--- src/rtl/setup_input_server_pkg.sv ---
// rtl/setup_input_server_pkg.sv - shared Setup FSM commands and input server state encodings
package setup_input_server_pkg;

    // Setup FSM command encoding shared with the Setup stage
    localparam int SetupStatesWidth = 3;

    localparam logic [SetupStatesWidth-1:0] St_Idle            = 3'd0;
    localparam logic [SetupStatesWidth-1:0] St_Header          = 3'd1;
    localparam logic [SetupStatesWidth-1:0] St_InputEncryption = 3'd2;
    localparam logic [SetupStatesWidth-1:0] St_Execute         = 3'd3;

    // Server states, exposed so benches can probe the controller
    typedef enum logic [1:0] {
        S_LOAD  = 2'd0,
        S_SERVE = 2'd1,
        S_DONE  = 2'd2,
        S_ERROR = 2'd3
    } server_state_e;

    // Source selected for the registered response word
    typedef enum logic [1:0] {
        RESP_ZERO   = 2'd0,
        RESP_COUNT  = 2'd1,
        RESP_BUFFER = 2'd2
    } resp_src_e;

endpackage

--- src/rtl/setup_input_buffer.sv ---
// rtl/setup_input_buffer.sv - input word register file with registered read port
module setup_input_buffer #(
    parameter int DataWidth = 128,
    parameter int Depth     = 16,
    parameter int AddrWidth = $clog2(Depth)
) (
    input  logic                 clk_i,
    input  logic                 rst_ni,
    input  logic                 wr_en_i,
    input  logic [AddrWidth-1:0] wr_addr_i,
    input  logic [DataWidth-1:0] wr_data_i,
    input  logic                 rd_en_i,
    input  logic [AddrWidth-1:0] rd_addr_i,
    output logic [DataWidth-1:0] rd_data_o
);

    logic [DataWidth-1:0] mem_q [Depth];
    logic [DataWidth-1:0] rd_data_q;

    // Storage array; contents are meaningless until written, so no reset
    always_ff @(posedge clk_i) begin
        if (wr_en_i) begin
            mem_q[wr_addr_i] <= wr_data_i;
        end
    end

    // Read register: provides the one-cycle response latency and holds between reads
    always_ff @(posedge clk_i or negedge rst_ni) begin
        if (!rst_ni) begin
            rd_data_q <= '0;
        end else if (rd_en_i) begin
            rd_data_q <= mem_q[rd_addr_i];
        end
    end

    assign rd_data_o = rd_data_q;

endmodule

--- src/rtl/setup_input_server.sv ---
// rtl/setup_input_server.sv - loads program inputs and answers Setup header/input requests
module setup_input_server
    import setup_input_server_pkg::*;
#(
    parameter int DataWidth      = 128,
    parameter int MaxInputLength = 16,
    parameter int CountWidth     = $clog2(MaxInputLength + 1)
) (
    input  logic                        clk_i,
    input  logic                        rst_ni,
    input  logic [DataWidth-1:0]        load_data_i,
    input  logic                        load_valid_i,
    input  logic                        load_last_i,
    output logic                        load_ready_o,
    input  logic [SetupStatesWidth-1:0] cmd_i,
    input  logic [DataWidth-1:0]        req_data_i,
    input  logic                        req_valid_i,
    output logic [DataWidth-1:0]        resp_data_o,
    output logic                        resp_valid_o,
    output logic [CountWidth-1:0]       input_count_o,
    output logic                        done_o,
    output logic                        error_o
);

    localparam int AddrWidth = $clog2(MaxInputLength);

    server_state_e         state_q, state_d;
    logic [CountWidth-1:0] count_q, count_d;
    resp_src_e             resp_src_q, resp_src_d;
    logic                  resp_valid_q, resp_valid_d;
    logic                  done_q, done_d;
    logic                  error_q, error_d;

    logic                  buf_wr_en;
    logic                  buf_rd_en;
    logic [DataWidth-1:0]  buf_rd_data;
    logic                  req_in_range;

    // Full-width compare so any nonzero upper index bits count as out of range
    assign req_in_range = req_data_i < DataWidth'(count_q);

    setup_input_buffer #(
        .DataWidth (DataWidth),
        .Depth     (MaxInputLength),
        .AddrWidth (AddrWidth)
    ) u_buffer (
        .clk_i     (clk_i),
        .rst_ni    (rst_ni),
        .wr_en_i   (buf_wr_en),
        .wr_addr_i (count_q[AddrWidth-1:0]),
        .wr_data_i (load_data_i),
        .rd_en_i   (buf_rd_en),
        .rd_addr_i (req_data_i[AddrWidth-1:0]),
        .rd_data_o (buf_rd_data)
    );

    // Controller state and response bookkeeping registers
    always_ff @(posedge clk_i or negedge rst_ni) begin
        if (!rst_ni) begin
            state_q      <= S_LOAD;
            count_q      <= '0;
            resp_src_q   <= RESP_ZERO;
            resp_valid_q <= 1'b0;
            done_q       <= 1'b0;
            error_q      <= 1'b0;
        end else begin
            state_q      <= state_d;
            count_q      <= count_d;
            resp_src_q   <= resp_src_d;
            resp_valid_q <= resp_valid_d;
            done_q       <= done_d;
            error_q      <= error_d;
        end
    end

    // Next-state: load until last/full, then serve requests until Execute or a bad index
    always_comb begin
        state_d      = state_q;
        count_d      = count_q;
        resp_src_d   = resp_src_q;
        resp_valid_d = 1'b0;
        done_d       = done_q;
        error_d      = error_q;
        buf_wr_en    = 1'b0;
        buf_rd_en    = 1'b0;

        case (state_q)
            S_LOAD: begin
                if (load_valid_i) begin
                    buf_wr_en = 1'b1;
                    count_d   = count_q + 1'b1;
                    if (load_last_i || (count_q == CountWidth'(MaxInputLength - 1))) begin
                        state_d = S_SERVE;
                    end
                end
            end
            S_SERVE: begin
                if (cmd_i == St_Execute) begin
                    // Execute takes priority over a coincident request
                    state_d = S_DONE;
                    done_d  = 1'b1;
                end else if (req_valid_i) begin
                    if (cmd_i == St_Header) begin
                        resp_valid_d = 1'b1;
                        resp_src_d   = RESP_COUNT;
                    end else if (cmd_i == St_InputEncryption) begin
                        resp_valid_d = 1'b1;
                        if (req_in_range) begin
                            resp_src_d = RESP_BUFFER;
                            buf_rd_en  = 1'b1;
                        end else begin
                            resp_src_d = RESP_ZERO;
                            error_d    = 1'b1;
                            state_d    = S_ERROR;
                        end
                    end
                end
            end
            default: begin
                // S_DONE and S_ERROR are terminal; only reset leaves them
            end
        endcase
    end

    // Response word is selected from registered sources, so it holds while idle
    always_comb begin
        resp_data_o = '0;
        case (resp_src_q)
            RESP_COUNT:  resp_data_o = DataWidth'(count_q);
            RESP_BUFFER: resp_data_o = buf_rd_data;
            default:     resp_data_o = '0;
        endcase
    end

    assign load_ready_o  = (state_q == S_LOAD);
    assign resp_valid_o  = resp_valid_q;
    assign input_count_o = count_q;
    assign done_o        = done_q;
    assign error_o       = error_q;

endmodule
--- config.mk ---
export PLATFORM = sky130hd
export DESIGN_NAME = setup_input_server
export DESIGN_NICKNAME = d
export VERILOG_FILES = /design/src/rtl/setup_input_server_pkg.sv /design/src/rtl/setup_input_buffer.sv /design/src/rtl/setup_input_server.sv
export SDC_FILE = /design/constraint.sdc
export NUM_CORES = 2
export LEC_CHECK = 0
export BUFFER_PORTS_ARGS = -buffer_cell sky130_fd_sc_hd__buf_2
export CORE_MARGIN = 1
export CORE_UTILIZATION = 58
export DETAILED_ROUTE_END_ITERATION = 6
export HOLD_SLACK_MARGIN = 0.12
export MAX_ROUTING_LAYER = met4
export PLACE_DENSITY = 0.76
export RECOVER_POWER = 50
export SKIP_CTS_REPAIR_TIMING = 1
export SLEW_MARGIN = 20
export SYNTH_ARGS = -nofsm -noshare
export SYNTH_HDL_FRONTEND = slang
export SYNTH_HIERARCHICAL = 1
export SYNTH_SLANG_ARGS = --single-unit
--- constraint.sdc ---
create_clock -name clk_i -period 31 [get_ports clk_i]
set_input_delay 1.55 -clock clk_i [delete_from_list [all_inputs] [get_ports clk_i]]
set_output_delay 1.55 -clock clk_i [all_outputs]
set_load 0.01 [all_outputs]
==> impl_metrics.py <==
metrics = {
    "run_status": {
        "status": "complete, but fails checks",
        "violations": "max-capacitance violations, max-slew violations",
    },
    "sta": {
        "hold_slack_ns": 0.490,
        "fin_tns_setup_ns": 0,
        "slew_viol_final": 256,
        "period_share": 0.270,
        "worstMarginPinSlew_ns": 5.42,
        "hold_violations": 0,
        "rsz0062_at_grt": "false",
        "setup_viol": 0,
        "maxSlewHeadroom": -2.61,
        "fin_crit_ns": 8.36,
        "fmax_mhz": 120,
        "fin_skew_ns": 0.0508,
    },
    "layout": {
        "layout_common_cells": "edfxtp_1 (2048), mux2i_1 (463), mux4_2 (314), buf_2 (263), o22ai_1 (227)",
        "drive_gt1_frac": 0.211,
        "register_area_um2": 65000,
        "nets": 4803,
        "final_cell_area_um2": 94300,
        "multi_input_area_um2": 17400,
        "fill_cells": 9089,
        "layout_commonest_cell": "edfxtp_1",
        "synthToLayoutAreaGrowth_pct": 12.9,
    },
    "floorplan": {
        "io_pins": 401,
        "fp-row-count": 138,
        "design.die.area_um2": 146000,
        "coreArea_um2": 142000,
        "dieWidth_um": 382,
        "die_y_um": 382,
        "initial_utilization": 0.587,
    },
    "critical_path": {
        "cp_max_fo": 57,
        "worstSetupStartpointType": "input pin",
        "path_cells": "clkbuf_1, clkbuf_1",
        "crit_type": "in -> async",
        "cp_common_cell": "clkbuf_1",
        "reg2reg_depth": 6,
        "cp_top_family": "buffers and inverters",
        "arrival_ns": 8.36,
        "r2r_slack_ns": 25.24,
        "max_stage_delay_ns": 3.71,
        "r2r-start": "state_q[1]",
        "required_ns": 30.99,
        "reg2reg_to": "u_buffer/mem_q[6][89]",
        "crit_buf_inv": 2,
        "crit_path_top_delay_cell": "clkbuf_1",
        "critPathCaptureType": "async pin",
    },
    "grt": {
        "grt_pass1_wl_um": 299000,
        "grt_overflow": 0,
        "grt_pass1_vias": 44000,
        "antenna_found_initial": 39,
        "grt_start_max_net_pins": 131,
        "grt_util_all_layers": 0.294,
    },
    "synthesis": {
        "syn-mean-instance-area_um2": 20.4,
        "synth_top_area_frac": 0.736,
        "synth-simple-area-share": 0.0255,
        "syn-num-nets": 4360,
        "synth_compound_area_frac": 0.0385,
        "muxShareOfSynthArea": 0.141,
        "synthAdderAreaFrac": 0.00120,
        "synth_xor_area_frac": 0.000419,
        "syn_area_um2": 83600,
        "synth_top_family_by_area": "multiplexers",
        "synth.area.top_cells": "edfxtp_1 (74%), mux4_2 (8.5%), mux2i_1 (5.5%)",
        "synthCells": 4088,
        "ys_types": 47,
        "yosysTopAreaCell": "edfxtp_1",
        "synth-seq-area-share": 0.778,
        "yosys_warnings": 6,
        "synth_seq_cells": 2188,
    },
    "clocking": {
        "h-tree-depth": 4,
        "clock-sinks": 2188,
        "cts_made_buffers": 205,
        "cts_tree": "done",
        "clk_path_buf_depth": 3,
        "clkSlewWorstSetupHoldPaths_ns": 0.06,
        "insertion_delay_ns": 0.84,
        "cts_root_buf": "clkbuf_16",
    },
    "pwr": {
        "p_sw_w": 0.00128,
        "p_leak_nw": 32.1,
        "p_per_area_nw_per_um2": 64.8,
        "irDropWorstVdd_mv": 0.0566,
        "power_frac_clock": 0.416,
        "seqPwrFrac": 0.536,
        "combPwrFrac": 0.048,
        "switching_share": 0.209,
        "internal_power_w": 0.00484,
    },
    "hold_path": {
        "holdPathEnd": "done_o",
        "hold_depth": 1,
        "hold_path.startpoint": "done_o",
        "min_path_type": "reg -> reg",
    },
    "route": {
        "dr.pass1.iters": 6,
        "ant_nets": 0,
        "drc": 0,
        "viasPerCell": 6.55,
        "vias": 43400,
        "totalWireLength_um": 207000,
        "wire_per_inst_um": 31.3,
        "drt_iter0_drc": 4925,
    },
    "placed_design": {
        "place.gp.congestion": 0.974,
        "placed_area_um2": 87600,
        "io_buffers": 400,
        "dp_hpwl_um": 103000,
    },
    "run": {
        "cap_violations": 8,
    },
}
[kinds of logic (layout without fill, tap and decap cells)]
kind of cell    after synthesis  in the layout
flops                      2188           2188
buf+inv                     247            866
compound gates              465            465
mux                         785            785
other cells                   0             30
simple gates                391            391
xor+xnor                      4              4
fa+ha+maj                     8              8
[power groups by stage]
stage	combinational (W)	clock (W)	sequential, W
floorplan	0.000161	0	0.00334
global placement	0.000287	0	0.00334
detailed placement	0.000293	0	0.00334
CTS	0.000295	0.00258	0.00327
global route	0.000310	0.00269	0.00328
finish	0.000291	0.00255	0.00328
[worst max-delay path by stage]
stage,cells past startpoint,start,slack [ns],to
2_1_floorplan,4,load_valid_i,19.04,u_buffer/mem_q[0][0]
3_3_place_gp,8,req_data_i[0],24.26,u_buffer/rd_data_o[40]
3_5_place_dp,8,req_data_i[0],24.18,u_buffer/rd_data_o[39]
4_1_cts,8,req_data_i[0],25.05,u_buffer/rd_data_o[67]
5_1_grt,2,rst_ni,21.83,u_buffer/rd_data_o[80]
6_report,2,rst_ni,22.64,u_buffer/rd_data_o[80]
[layer usage]
metal / GRT usage / wire length, µm / vias up
met3: 0.0630 / 19900 / 376
met4: 0.0833 / 5150 / 0
met5: - / 0 / -
met2: 0.466 / 103000 / 2341
li1: - / - / 17800
met1: 0.391 / 79600 / 22900
[registers in the layout, summed over array words and instances, names as in the netlist]
name / cells
input_count_o: 5
state_q: 2
u_buffer/mem_q: 2048
u_buffer/rd_data_o: 128
done_o: 1
resp_valid_o: 1
error_o: 1
resp_src_q: 2
[per-stage QoR]
step	util	instances	total power, W	setup slack (ns)
finish	0.663	6627	0.00611	22.64
global placement	0.615	6213	0.00362	24.26
CTS	0.664	6596	0.00615	25.05
floorplan	-	4088	0.00350	19.04
global route	0.663	6623	0.00628	21.83
detailed placement	0.615	6213	0.00363	24.18
[Yosys cell counts, drive strengths merged]
library cell / instances
a211o: 1
a211oi: 53
a21o: 1
a21oi: 45
a221oi: 29
a22oi: 5
a31o: 1
and2: 125
and3: 2
buf: 140
clkbuf: 100
dfrtp: 140
edfxtp: 2048
ha: 8
inv: 7
mux2: 8
mux2i: 463
mux4: 314
nand2: 10
nand2b: 11
nand3: 3
nand3b: 2
nand4: 7
nor2: 126
nor2b: 53
nor3: 12
nor3b: 1
nor4: 32
nor4bb: 1
o21a: 1
o21ai: 11
o22ai: 227
o32ai: 91
or2: 3
or3: 1
or3b: 1
or4: 1
xnor2: 3
xor2: 1
[area by class of cell]
type                       instances  share of cell area
clock buffer                     283              0.0614
tap                             1890              0.0251
inverter                           7            0.000278
clock inverter                   100              0.0120
antenna                           30            0.000796
timing repair buffer             476              0.0271
sequential                      2188               0.689
multi-input combinational       1653               0.184
Power figures use the tool's default switching activity.
